===== config.mk =====
export PLATFORM = sky130hd
export DESIGN_NAME = frame_gray_pipeline
export DESIGN_NICKNAME = d
export VERILOG_FILES = /design/src/rtl/frame_gray_pkg.sv /design/src/rtl/frame_gray_pipeline_rwm_buffer.sv /design/src/rtl/frame_gray_pipeline.sv
export SDC_FILE = /design/constraint.sdc
export NUM_CORES = 1
export LEC_CHECK = 0
export CORE_MARGIN = 5
export CORE_UTILIZATION = 65
export CTS_BUF_LIST = sky130_fd_sc_hd__clkbuf_8
export CTS_CLUSTER_SIZE = 28
export DETAILED_ROUTE_END_ITERATION = 6
export PLACE_DENSITY_LB_ADDON = 0.2
export SYNTH_ARGS = -nofsm -noshare
export SYNTH_HDL_FRONTEND = slang
export SYNTH_SLANG_ARGS = --single-unit

===== constraint.sdc =====
create_clock -name clk -period 19.2 [get_ports clk]
set_input_delay 2.88 -clock clk [delete_from_list [all_inputs] [get_ports clk]]
set_output_delay 2.88 -clock clk [all_outputs]
set_load 0.05 [all_outputs]

===== src/rtl/frame_gray_pkg.sv =====
// Shared types and constants for the frame capture / grayscale pipeline.
// Optional build macro: GRAY_ROUND_EN selects round-to-nearest luminance
// with saturation; the default build truncates.
package frame_gray_pkg;

  typedef enum logic [1:0] {
    IDLE    = 2'd0,
    CAPTURE = 2'd1,
    PROCESS = 2'd2
  } state_t;

  localparam logic [7:0] COEF_R = 8'd77;
  localparam logic [7:0] COEF_G = 8'd150;
  localparam logic [7:0] COEF_B = 8'd29;

  localparam logic [1:0] CH_R = 2'd0;
  localparam logic [1:0] CH_G = 2'd1;
  localparam logic [1:0] CH_B = 2'd2;

  // Weighted luminance; coefficients sum to 256, so the 16-bit accumulator
  // never overflows and the high byte is the gray level.
  function automatic logic [7:0] gray_calc(input logic [7:0] r,
                                           input logic [7:0] g,
                                           input logic [7:0] b);
    logic [15:0] acc;
`ifdef GRAY_ROUND_EN
    logic [16:0] rnd;
`endif
    acc = 16'(COEF_R) * 16'(r) + 16'(COEF_G) * 16'(g) + 16'(COEF_B) * 16'(b);
`ifdef GRAY_ROUND_EN
    rnd = {1'b0, acc} + 17'd128;
    gray_calc = (rnd[16:8] > 9'd255) ? 8'hFF : rnd[15:8];
`else
    gray_calc = acc[15:8];
`endif
  endfunction

endpackage


===== src/rtl/frame_gray_pipeline_rwm_buffer.sv =====
// Frame memory: sequential write during capture, registered sequential read
// during replay, with read hold while the consumer is stalled.
module rwm_buffer #(
  parameter  int PIXELS = 16,
  localparam int DEPTH  = 3 * PIXELS,
  localparam int AW     = $clog2(3 * PIXELS)
) (
  input  logic       clk,
  input  logic       rst,
  input  logic       flush,
  input  logic       wr_en,
  input  logic [7:0] wr_data,
  input  logic       rd_en,
  input  logic       pause,
  output logic       wr_done,
  output logic [7:0] rd_data,
  output logic       rd_valid
);

  localparam int            WR_LAST_I = DEPTH - 1;
  localparam logic [AW-1:0] WR_LAST   = WR_LAST_I[AW-1:0];
  localparam logic [AW:0]   RD_END    = DEPTH[AW:0];
  localparam logic [AW:0]   RD_ONE    = {{AW{1'b0}}, 1'b1};

  logic [7:0]    mem [DEPTH];
  logic [AW-1:0] wr_ptr;
  logic [AW:0]   rd_ptr;

  assign wr_done = wr_en && (wr_ptr == WR_LAST);

  // Storage array; contents survive reset and clear.
  always_ff @(posedge clk) begin
    if (wr_en) mem[wr_ptr] <= wr_data;
  end

  // Pointers and registered read port; a stall freezes the read stage.
  always_ff @(posedge clk) begin
    if (rst || flush) begin
      wr_ptr   <= '0;
      rd_ptr   <= '0;
      rd_data  <= '0;
      rd_valid <= 1'b0;
    end else begin
      if (wr_en) wr_ptr <= wr_ptr + AW'(1);
      if (!pause) begin
        if (rd_en && (rd_ptr < RD_END)) begin
          rd_data  <= mem[rd_ptr[AW-1:0]];
          rd_valid <= 1'b1;
          rd_ptr   <= rd_ptr + RD_ONE;
        end else begin
          rd_valid <= 1'b0;
        end
      end
    end
  end

endmodule


===== src/rtl/frame_gray_pipeline.sv =====
// Single-frame capture-and-convert top: control FSM plus grayscaler around
// the rwm_buffer frame memory.
// Optional build macro: GRAY_ROUND_EN (rounded, saturated luminance).
module frame_gray_pipeline
  import frame_gray_pkg::*;
#(
  parameter  int PIXELS = 16,
  localparam int AW     = $clog2(3 * PIXELS)
) (
  input  logic       clk,
  input  logic       rst,
  input  logic       start,
  input  logic       clear,
  input  logic       cam_valid,
  input  logic [7:0] cam_data,
  input  logic       gs_ready,
  output logic       camera_enable,
  output logic       rw,
  output logic       busy,
  output logic [7:0] gs_data,
  output logic       gs_valid,
  output logic       frame_done
);

  localparam int            CW         = $clog2(PIXELS + 1);
  localparam int            PIX_LAST_I = PIXELS - 1;
  localparam logic [CW-1:0] PIX_LAST   = PIX_LAST_I[CW-1:0];

  state_t        state, state_nxt;
  logic          pause, start_ok, flush, wr_en, wr_done;
  logic          consume, accept, last_accept;
  logic [7:0]    rd_data;
  logic          rd_valid;
  logic [1:0]    chan;
  logic [7:0]    r_q, g_q;
  logic [CW-1:0] pix_cnt;

  assign pause       = gs_valid & ~gs_ready;
  assign start_ok    = (state == IDLE) && start;
  assign flush       = clear || start_ok;
  assign wr_en       = cam_valid && (state == CAPTURE) && !clear;
  assign consume     = rd_valid && !pause;
  assign accept      = gs_valid && gs_ready;
  assign last_accept = accept && (pix_cnt == PIX_LAST);

  rwm_buffer #(.PIXELS(PIXELS)) u_buf (
    .clk      (clk),
    .rst      (rst),
    .flush    (flush),
    .wr_en    (wr_en),
    .wr_data  (cam_data),
    .rd_en    (state == PROCESS),
    .pause    (pause),
    .wr_done  (wr_done),
    .rd_data  (rd_data),
    .rd_valid (rd_valid)
  );

  // FSM state register.
  always_ff @(posedge clk) begin
    if (rst) state <= IDLE;
    else     state <= state_nxt;
  end

  // Next-state and state-decoded outputs; clear overrides every transition.
  always_comb begin
    state_nxt     = state;
    camera_enable = 1'b0;
    rw            = 1'b0;
    busy          = 1'b0;
    case (state)
      IDLE: begin
        if (start) state_nxt = CAPTURE;
      end
      CAPTURE: begin
        camera_enable = 1'b1;
        busy          = 1'b1;
        if (wr_done) state_nxt = PROCESS;
      end
      PROCESS: begin
        rw   = 1'b1;
        busy = 1'b1;
        if (last_accept) state_nxt = IDLE;
      end
      default: state_nxt = IDLE;
    endcase
    if (clear) state_nxt = IDLE;
  end

  // Grayscaler: gather R,G,B, emit one gray value per pixel with handshake.
  always_ff @(posedge clk) begin
    if (rst) begin
      chan       <= CH_R;
      r_q        <= '0;
      g_q        <= '0;
      pix_cnt    <= '0;
      gs_data    <= '0;
      gs_valid   <= 1'b0;
      frame_done <= 1'b0;
    end else if (flush) begin
      chan       <= CH_R;
      pix_cnt    <= '0;
      gs_valid   <= 1'b0;
      frame_done <= 1'b0;
    end else begin
      frame_done <= last_accept;
      if (accept) begin
        gs_valid <= 1'b0;
        pix_cnt  <= pix_cnt + CW'(1);
      end
      // A B byte landing on the accept cycle re-arms gs_valid with new data.
      if (consume) begin
        case (chan)
          CH_R: begin
            r_q  <= rd_data;
            chan <= CH_G;
          end
          CH_G: begin
            g_q  <= rd_data;
            chan <= CH_B;
          end
          CH_B: begin
            gs_data  <= gray_calc(r_q, g_q, rd_data);
            gs_valid <= 1'b1;
            chan     <= CH_R;
          end
          default: chan <= CH_R;
        endcase
      end
    end
  end

endmodule


Word-level counts from Yosys, hierarchy flattened:

Memories as Yosys holds them, arrays and structs flattened. A register that Yosys moved wholly into a read port is not among the register bits.
Cells that the tools add are included.

* bits in writable memories: 384
* flip-flop bits (word level): 49
* memories kept: 1

* add/sub/neg operators: 5
* eq/ne operators: 9
* multipliers: 3
* bitwise operators: 4
* reductions and logical operators: 22
* $lt $le $gt $ge: 1
* multiplexer cells: 14

Memory list
* u_buf.mem: words 48, bits a word 8, rd ports 1, clocked after Yosys merged registers in 1, wr ports 1, RTL line frame_gray_pipeline_rwm_buffer.sv:25 `logic [7:0] mem [DEPTH];`

Operators with widths (count)
* $mul A7 B8 Y15 const A: 2
* $add A15 B16 Y16: 1
* $add A16 B13 Y16: 1
* $mul A5 B8 Y13 const A: 1
* $reduce_and A3 Y1: 4
* $mux W1: 9
* $logic_and A1 B1 Y1: 8
* $add A7 B1 Y7 const B: 1
* $lt A7 B6 Y1 const B: 1
* $add A6 B1 Y6 const B: 1
* $eq A6 B6 Y1 const B: 1
* $mux W2: 3
* $pmux W2 S3: 1
* $reduce_or A2 Y1: 3
* $add A5 B1 Y5 const B: 1
* $eq A5 B4 Y1 const B: 1
* $eq A2 B1 Y1 const B: 2
* $eq A2 B2 Y1 const B: 2
* $logic_not A2 Y1: 2
* $ne A2 B2 Y1 const B: 2
* $pmux W2 S2: 1
* $not A1 Y1: 3
* $logic_not A1 Y1: 2
* $logic_or A1 B1 Y1: 2
* other kinds (3): 3

Logic depth before layout (Yosys ltp):

Gate-level depths: netlist (run 1).

* word-level depth: 6
* depth in mapped cells: 25
* gate-level depth less buffers: 25

By module:

From an unflattened synthesis (run 1), not the netlist that was laid out.

* cells, all modules: 1285
* area total of the unflattened synthesis: 20490.9 um2

By module, submodules not included
* rwm_buffer: cells an instance 815, times used 1, area each 15994.1 um2
* frame_gray_pipeline: cells an instance 470, times used 1, area each 4496.8 um2

Least setup slack after synthesis (run 1):

Ideal clock, no wire load.

* path kind: flip-flop to flip-flop
* from: register g_q[5]
* to: register gs_data[5]
* clock period less this slack: 6067 ps
* required time: 19083 ps
* arrival time: 5951 ps
* stages on the path, launching flop included: 24
* slack: 13133 ps
* buffers on the path: 0
* cell sequence: dfxtp_1 -> ha_1 -> ha_1 -> ha_1 -> inv_1 -> fa_1 -> inv_1 -> ha_1 -> inv_1 -> o21bai_1 -> xor2_1 -> fa_1 -> fa_1 -> inv_1 -> fa_1 -> fa_1 -> inv_1 -> ha_1 -> a21o_1 -> nor3_1 -> a21oi_1 -> a31oi_1 -> xnor2_1 -> a22o_1

* word-level cells in the longest chain between the ends: 3

RTL lines
* start: declaration: RTL line frame_gray_pipeline.sv:35 `logic [7:0] r_q, g_q;`
* start signal: assignment: RTL line frame_gray_pipeline.sv:119 `g_q <= rd_data;`
* $mul A7 B8 Y15: RTL line frame_gray_pkg.sv:29 `acc = 16'(COEF_R) * 16'(r) + 16'(COEF_G) * 16'(g) + 16'(COEF_B) * 16'(b);`
* $add A15 B16 Y16: RTL line frame_gray_pkg.sv:29
* $add A16 B13 Y16: RTL line frame_gray_pkg.sv:29
* end signal: assignment: RTL line frame_gray_pipeline.sv:123 `gs_data <= gray_calc(r_q, g_q, rd_data);`
* end: declaration: RTL line frame_gray_pipeline.sv:20 `output logic [7:0] gs_data,`

Every way passes these cells.
A chain may end at the register's enable or synchronous reset.

Worst setup path in the final report (run 1):

Same ends and word-level chain as after synthesis.

==> run metrics, run 1 <==
Hold Slack 457 ps; r2r setup slk 12500 ps; Critical Path End gs_data[5]; drt initial violations 819; Worst-Margin Slew 1100 ps; Vias/cell 6.13; DRC viols 0; Routed WL per cell 22.8 µm; Crit path required time 19670 ps; DRT Wirelength 39200 µm; setup ws final 12500 ps; cts-stage hold buffer count 0; filler cell count 1883; RSZ-0062 raised after global routing false; Crit Path Max Fanout 5; Pwr per Cell Area 80.7 mW/mm²; FF-to-FF Start g_q[5]; Setup CP Type register to register; total CTS buffers 70; synth unique cells 53; min-delay worst type register to register; core area 0.0307 mm²; Die Wd 187 µm; pre-CTS setup slack 12490 ps; CP startpoint g_q[5]; H-tree depth 3; placed cell count 1596; Post-Synthesis Cells 1207; vias 10500; Root Buffer clkbuf_8; CTS tree done; global-route wire length before repair 62800 µm; fmax 0.149 GHz; Synthesized Nets 1368; clk_lat worst skew 590 ps; Post-synth EDFFs 384; Worst R2R End gs_data[5]; HPWL after DPL 25700 µm; Post-Syn Area 0.0203 mm²; number of cells on the worst reg-to-reg path 24; worst vdd ir 0.0641 mV; final std cells w/o fill 1716; Leakage 7.91 nW; # resized after CTS 0; maxcap violations 0; normalized max-slew margin 0.268; max-slew violation count 0; postcts setup bufs 0; NumNets Final 1433; Yosys warning count 0; gr usage total 0.231; clock slew at reported path FFs 60 ps; row cnt 64; GR Overflow Total 0; setup TNS 0 ps; First-pass DRT Iterations 6; Initial Util 0.661; # diodes 0; WHS Path Cells 2; FFs w/ async S/R, synth 0; Worst EP arrival 7170 ps; startpoint types register; commonest non-fill, non-tap cell in the layout edfxtp_1; vias in the first global route 11100; pin count of the biggest net entering global routing 52; status completed; final hold vios 0; final antenna-violating net count 0; Design Power 1.79 mW; final number of setup-violating endpoints 0; share of cells above drive strength 1 0.161; initial antenna violation count 0; routability congestion estimate 0.838; Seq/Total Area, Yosys 0.625; die height 187 µm; critical path capture point type register; predominant post-synthesis flop cell edfxtp_1; IO Pins 27; syn avg cell area 16.8 µm²; Period Utilization, post-route 0.349; IO buf count 26; die area 0.0348 mm²; clk_skew 29.4 ps; Area Overhead vs Synth 9.16%; most frequent cells in the layout edfxtp_1, inv_1, nor2_1; Tmin final 6700 ps; TritonCTS Sinks 441; Synth Register Bits 441; Max Root-Sink Buffers 3
==> synthesized netlist by cell type, types with 3 or more instances <==
cell type / number / area, µm²
a211oi_1: 3 / 22.5
a21o_1: 10 / 75.1
a21oi_1: 31 / 155
a22oi_1: 5 / 37.5
a31oi_1: 4 / 25.0
a32oi_1: 5 / 43.8
and3_1: 3 / 18.8
buf_2: 15 / 75.1
buf_4: 4 / 30.0
buf_6: 4 / 45.0
clkbuf_1: 20 / 75.1
dfxtp_1: 57 / 1140
edfxtp_1: 384 / 11500
fa_1: 55 / 1100
ha_1: 92 / 1150
inv_1: 101 / 379
mux2_2: 10 / 113
mux2i_1: 35 / 350
mux4_1: 17 / 447
mux4_2: 93 / 2090
nand2_1: 36 / 135
nand2b_1: 3 / 18.8
nand3_1: 14 / 70.1
nand3b_1: 8 / 60.1
nand4_1: 8 / 50.1
nor2_1: 103 / 387
nor2b_1: 6 / 37.5
nor3_1: 10 / 50.1
o21ai_0: 12 / 60.1
or3_1: 3 / 18.8
xnor2_1: 14 / 123
xor2_1: 12 / 105
==> logic make-up (layout without fill, tap and decap cells) <==
kind of cell | after synthesis | in the layout | share of synthesized area
fa+ha+maj | 147 | 147 | 0.111
xor+xnor | 26 | 26 | 0.0112
mux | 155 | 155 | 0.148
compound gates | 84 | 84 | 0.0268
flops | 441 | 441 | 0.625
buf+inv | 147 | 260 | 0.0309
simple gates | 207 | 207 | 0.0467
==> through the flow <==
step                area [µm²]   util
floorplan                20300      -
global placement         20900  0.681
detailed placement       20900  0.681
CTS                      22100  0.722
global route             22100  0.722
finish                   22100  0.722
==> flip-flops by register name (all words and copies together) (netlist names) <==
register,cells
frame_done,1
u_buf.wr_ptr,6
r_q,8
chan,2
u_buf.mem,384
state,2
pix_cnt,5
u_buf.rd_ptr,7
u_buf.rd_data,8
u_buf.rd_valid,1
gs_data,8
gs_valid,1
g_q,8
==> where the power goes <==
part	total (mW)	switching (mW)	internal, mW	leakage [nW]
Combinational	0.0271	0.0198	0.00727	3.30
Sequential	1.04	0.000512	1.04	3.91
Clock	0.717	0.357	0.359	0.700
==> worst min-delay path by stage <==
stage,start,to
floorplan,u_buf.rd_ptr[6],u_buf.rd_ptr[6]
global placement,u_buf.rd_ptr[6],u_buf.rd_ptr[6]
detailed placement,u_buf.rd_ptr[6],u_buf.rd_ptr[6]
CTS,u_buf.rd_ptr[6],u_buf.rd_ptr[6]
global route,u_buf.rd_ptr[6],u_buf.rd_ptr[6]
finish,u_buf.rd_ptr[6],u_buf.rd_ptr[6]
==> worst max-delay path, stage by stage, from the launching register on <==
cell	delay (ps)
dfxtp_1	440
ha_1	270
ha_1	270
ha_1	270
inv_1	40
fa_1	470
inv_1	40
ha_1	310
inv_1	50
o21bai_1	170
xor2_1	230
fa_1	480
fa_1	520
inv_1	50
fa_1	480
fa_1	490
inv_1	40
ha_1	340
nand4_1	140
nor3_1	60
nor3_1	580
a21oi_1	260
a31oi_1	260
xnor2_1	80
a22o_1	220
==> cell type report <==
type	count	area, µm²	area share
clock inverters	50	279	0.0126
clock buffers	70	963	0.0435
repair buffers	39	358	0.0162
flip-flops and latches	441	12700	0.573
well taps	396	495	0.0224
inverters	101	379	0.0171
multi-input cells	619	6970	0.315
==> layer usage <==
layer / global-route usage / up-vias / wire length (µm)
met2: 0.374 / 355 / 19600
met5: 0 / - / 0
met3: 0.0374 / 70 / 2380
met1: 0.334 / 5356 / 16300
met4: 0.0636 / 0 / 916
li1: - / 4739 / -
Note: power is estimated with default switching activity, not from simulation.
==> run 2: changes to the inputs <==
==> constraint.sdc (replaced) <==
create_clock -name clk -period 6.9 [get_ports clk]
set_input_delay 1.035 -clock clk [delete_from_list [all_inputs] [get_ports clk]]
set_output_delay 1.035 -clock clk [all_outputs]
set_load 0.05 [all_outputs]
==> run 2 against run 1 <==
- combinational power grew to 2.8 times the previous value
- final area is 0.19% higher
- clock skew is 8.6 ps higher
- sequential share of layout area is 0.11 points lower
- die area stayed put
- wire length is 2.6% higher
- worst setup slack worse by 12000 ps
- global-route usage is 0.57 points higher
- register-to-register slack worse by 12000 ps
- clock power grew to 2.8 times the previous value
- non-clock buffer count is 3 higher
- cell count is 0.35% higher
- critical path type unchanged
==> run metrics, run 2 (synthesized netlist as in run 1, its figures left out) <==
status completed; postcts setup bufs 0 (unchanged); clk_lat worst skew 590 ps (about the same); pin count of the biggest net entering global routing 49 (-5.8%); Vias/cell 6.18 (+0.80%); Area Overhead vs Synth 9.36%; final hold vios 0 (unchanged); filler cell count 1891 (+0.42%); NumNets Final 1437 (+0.28%); worst vdd ir 0.167 mV (+160%); Setup CP Type register to register; min-delay worst type register to register; critical path capture point type register; cts-stage hold buffer count 0 (unchanged); GR Overflow Total 0 (unchanged); final core utilization 0.723 (+0.00135); total CTS buffers 71 (+1.4%); RSZ-0062 raised after global routing false; FF-to-FF Start g_q[5]; row cnt 64 (unchanged); max-slew violation count 0 (unchanged); Leakage 7.94 nW (+0.40%); startpoint types register; Crit Path Max Fanout 5 (unchanged); multi-input combinational cell area 0.00697 mm² (unchanged); commonest non-fill, non-tap cell in the layout edfxtp_1; Worst R2R End gs_data[5]; # resized after CTS 0 (unchanged); vias in the first global route 11200 (+0.79%); H-tree depth 3 (unchanged); drt initial violations 849 (+3.7%); Slowest Stage Delay on Critical Path 510 ps (-70 ps); final antenna-violating net count 0 (unchanged); Crit-path slowest cell fa_1; CTS tree done; Root Buffer clkbuf_8; Worst EP arrival 6940 ps (-230 ps); Routed WL per cell 23.3 µm (+2.2%); DRT Wirelength 40200 µm (+2.6%); Register Area 0.0127 mm² (unchanged); CP startpoint g_q[5]; number of cells on the worst reg-to-reg path 25 (+4.2%); HPWL after DPL 26200 µm (+2.0%); Initial Util 0.661 (unchanged); DRC viols 0 (unchanged); Die Wd 187 µm (unchanged); Max Root-Sink Buffers 3 (unchanged); gr usage total 0.237 (+0.00572); initial antenna violation count 0 (unchanged); final number of setup-violating endpoints 0 (unchanged); fmax 0.154 GHz (+3.3%); maxcap violations 0 (unchanged); First-pass DRT Iterations 5 (-1); most frequent cells in the layout edfxtp_1, inv_1, nor2_1; number of flip-flops in the largest register 384 (unchanged); Top reg by flops u_buf.mem; die height 187 µm (unchanged); TritonCTS Sinks 441 (unchanged); Tmin final 6490 ps (-214 ps); Crit path required time 7360 ps (-12310 ps); normalized max-slew margin 0.307 (+0.0398); clk_skew 38.0 ps (+8.62 ps); IO Pins 27 (unchanged); Pwr per Cell Area 226 mW/mm² (+180%); share of cells above drive strength 1 0.161 (-0.000730); routability congestion estimate 0.874 (+4.2%); core area 0.0307 mm² (unchanged); setup TNS 0 ps (unchanged); die area 0.0348 mm² (unchanged); IO buf count 26 (unchanged); Worst-Margin Slew 1040 ps (-59.6 ps); global-route wire length before repair 64100 µm (+2.1%); Design Power 5.00 mW (+180%); r2r setup slk 410 ps (-12090 ps); # diodes 0 (unchanged); Critical Path End gs_data[5]; Hold Slack 457 ps (-0.505 ps); Period Utilization, post-route 0.940 (+0.591); clock slew at reported path FFs 60 ps (about the same); vias 10600 (+1.2%)
## run 2: through the flow
stage | setup WS [ps] | cells | instance area, µm²
6_report | 414 | 1722 | 22200
2_1_floorplan | 833 | 1207 | 20300
4_1_cts | 375 | 1722 | 22200
5_1_grt | 67.4 | 1722 | 22200
3_5_place_dp | 428 | 1599 | 20900
3_3_place_gp | 610 | 1599 | 20900
## run 2: critical path: cells and delay by family, from the launching register on
kind / cells / cell delay (ps)
adder cells (fa/ha/maj): 10 / 3960
AO/OA/AOI/OAI: 4 / 810
XOR/XNOR: 2 / 350
AND/OR/NAND/NOR: 3 / 380
buffers and inverters: 6 / 400
flip-flops: 1 / 440
## run 2: worst min path at each step
stage	from	endpoint	depth (start not counted)
after floorplan	u_buf.rd_ptr[6]	u_buf.rd_ptr[6]	2
after global placement	u_buf.rd_ptr[6]	u_buf.rd_ptr[6]	2
after detailed placement	u_buf.rd_ptr[6]	u_buf.rd_ptr[6]	2
after CTS	u_buf.rd_ptr[6]	u_buf.rd_ptr[6]	2
after global routing	u_buf.rd_ptr[6]	u_buf.rd_ptr[6]	2
final	u_buf.rd_ptr[6]	u_buf.rd_ptr[6]	2
## run 2: metal layers
layer	global-route usage	share of wire
met1	0.341	0.42
met2	0.385	0.49
met3	0.0407	0.066
met4	0.0611	0.020
met5	0	0
## run 2: where the power goes
group	internal (mW)	switching (mW)
Combinational	0.0203	0.0556
Clock	1.03	1.00
Sequential	2.90	0.00143
## run 2: cell type report
cell class	count	area share
Timing Repair Buffer	42	0.0172
Sequential cell	441	0.572
Multi-Input combinational cell	619	0.315
Clock buffer	73	0.0453
Clock inverter	50	0.0116
Tap cell	396	0.0223
Inverter	101	0.0171
==> run 3: changes to the inputs <==
--- a/config.mk
+++ b/config.mk
@@ -5,12 +5,13 @@
 export SDC_FILE = /design/constraint.sdc
 export NUM_CORES = 1
 export LEC_CHECK = 0
-export CORE_MARGIN = 5
+export CORE_MARGIN = 2
 export CORE_UTILIZATION = 65
 export CTS_BUF_LIST = sky130_fd_sc_hd__clkbuf_8
 export CTS_CLUSTER_SIZE = 28
 export DETAILED_ROUTE_END_ITERATION = 6
-export PLACE_DENSITY_LB_ADDON = 0.2
+export DONT_BUFFER_PORTS = 1
+export PLACE_DENSITY = 0.83
 export SYNTH_ARGS = -nofsm -noshare
 export SYNTH_HDL_FRONTEND = slang
 export SYNTH_SLANG_ARGS = --single-unit
==> run 3 against run 2 <==
- first-iteration DRC count rose by 23%
- cell count fell by 2.0%
- flip-flop and latch count did not move
- via count rose by 0.35%
- maximum frequency rose by 0.38%
- clock-buffer cell count rose by 1
- wire length fell by 0.18%
- clock skew fell by 1.7 ps
- sequential power barely moved
- largest power group unchanged
- critical path depth did not move
==> run metrics, run 3 (synthesized netlist as in run 1, its figures left out) <==
status completed; Crit-path slowest cell fa_1; drt initial violations 1042 (+23%); row cnt 64 (unchanged); Top reg by flops u_buf.mem; setup TNS 0 ps (unchanged); TritonCTS Sinks 441 (unchanged); DRT Wirelength 40100 µm (-0.18%); pin count of the biggest net entering global routing 55 (+12%); Vias/cell 6.33 (+2.4%); Tmin final 6460 ps (-24.7 ps); number of flip-flops in the largest register 384 (unchanged); fmax 0.155 GHz (+0.38%); GR Overflow Total 0 (unchanged); final hold vios 0 (unchanged); IO Pins 27 (unchanged); Worst-Margin Slew 1050 ps (+9.84 ps); HPWL after DPL 25800 µm (-1.7%); H-tree depth 3 (unchanged); commonest non-fill, non-tap cell in the layout edfxtp_1; Worst EP arrival 7000 ps (+60 ps); Max Root-Sink Buffers 3 (unchanged); # diodes 0 (unchanged); final std cells w/o fill 1687 (-2.0%); Initial Util 0.661 (unchanged); Clock power frac 0.428 (+0.023); routability congestion estimate 0.864 (-1.1%); clock slew at reported path FFs 60 ps (about the same); Leakage 7.84 nW (-1.3%); Die Wd 181 µm (-3.2%); worst vdd ir 0.192 mV (+14%); placed cell count 1564 (-2.2%); final antenna-violating net count 0 (unchanged); vias in the first global route 11300 (+0.87%); normalized max-slew margin 0.301 (-0.00656); RSZ-0062 raised after global routing false; gr usage total 0.258 (+0.0215); share of cells above drive strength 1 0.163 (+0.00203); min-delay worst type register to register; die area 0.0326 mm² (-6.3%); Reg power frac 0.567 (-0.013); Crit path required time 7430 ps (+70 ps); First-pass DRT Iterations 5 (unchanged); core area 0.0307 mm² (unchanged); DRC viols 0 (unchanged); postcts setup bufs 0 (unchanged); critical path capture point type register; most frequent cells in the layout edfxtp_1, inv_1, nor2_1; Period Utilization, post-route 0.936 (-0.00357); NumNets Final 1401 (-2.5%); initial antenna violation count 0 (unchanged); # resized after CTS 0 (unchanged); die height 181 µm (-3.2%); final core utilization 0.716 (-0.00734); Slowest Stage Delay on Critical Path 520 ps (about the same); Setup CP Type register to register; Psw 1.02 mW (-3.4%); Routed WL per cell 23.8 µm (+1.9%); CTS tree done; maxcap violations 0 (unchanged); Sw Share 0.200 (-0.0116); clk_lat worst skew 610 ps (+20 ps); Combinational Power Share 0.005 (-0.010); Root Buffer clkbuf_8; global-route wire length before repair 63600 µm (-0.76%); Crit Path Max Fanout 5 (unchanged); cts-stage hold buffer count 0 (unchanged); Area Overhead vs Synth 8.25%; vias 10700 (+0.35%); total CTS buffers 70 (-1.4%); cell-internal power 4.09 mW (+3.7%); clk_skew 36.3 ps (-1.70 ps); final number of setup-violating endpoints 0 (unchanged); startpoint types register; IO buf count 0 (-100%); max-slew violation count 0 (unchanged); Pwr per Cell Area 233 mW/mm² (+3.3%)
-- run 3: cell types whose count changed in the layout (fill, tap and decap cells not counted), sizes merged --
cell / delta
bufinv: +4
clkdlybuf4s50: -26
clkbuf: +1
clkinvlp: +1
buf: -9
inv: -6
-- run 3: routing by layer --
layer	up-vias	wire length [µm]	GRT usage
li1	4679	-	-
met1	5506	16300	0.350
met2	430	20300	0.427
met3	63	2730	0.0580
met4	0	857	0.0755
met5	-	0	0
-- run 3: path summary, 6_finish.rpt --
check / cells after the start / from / slack (ps) / end
worst max-delay path: 25 / g_q[5] / 440 / gs_data[6]
worst min-delay path: 2 / u_buf.rd_ptr[6] / 450 / u_buf.rd_ptr[6]
worst max register to register: 25 / g_q[5] / 440 / gs_data[6]
worst min register to register: 2 / u_buf.rd_ptr[6] / 450 / u_buf.rd_ptr[6]
-- run 3: critical path: cells and delay by family (launching register included) --
kind            cells  cell delay, ps
compound gates      3             520
buf+inv             6             380
xor+xnor            1             240
fa+ha+maj          10            3920
flops               1             430
simple gates        5             880
-- run 3: stage by stage --
stage	area, µm²	setup WS [ps]	hold slack, ps	total power [mW]
after floorplan	20300	833	429	2.98
after global placement	20600	618	436	2.98
after detailed placement	20600	454	443	2.98
after CTS	21900	417	453	5.14
after global routing	21900	102	469	5.25
final	21900	438	449	5.11
-- run 3: power groups by stage --
stage               sequential (mW)  clock, mW  combinational (mW)
global placement               2.95          0              0.0251
floorplan                      2.95          0              0.0238
detailed placement             2.95          0              0.0258
global route                   2.90       2.32              0.0281
finish                         2.90       2.19              0.0261
CTS                            2.90       2.21              0.0260
-- run 3: area by class of cell --
cell class              count  area [µm²]
inverters                 101         379
flip-flops and latches    441       12700
well taps                 396         495
clock inverters            49         345
clock buffers              74        1020
multi-input cells         619        6970
fillers                  1860        8720
repair buffers              7        52.6
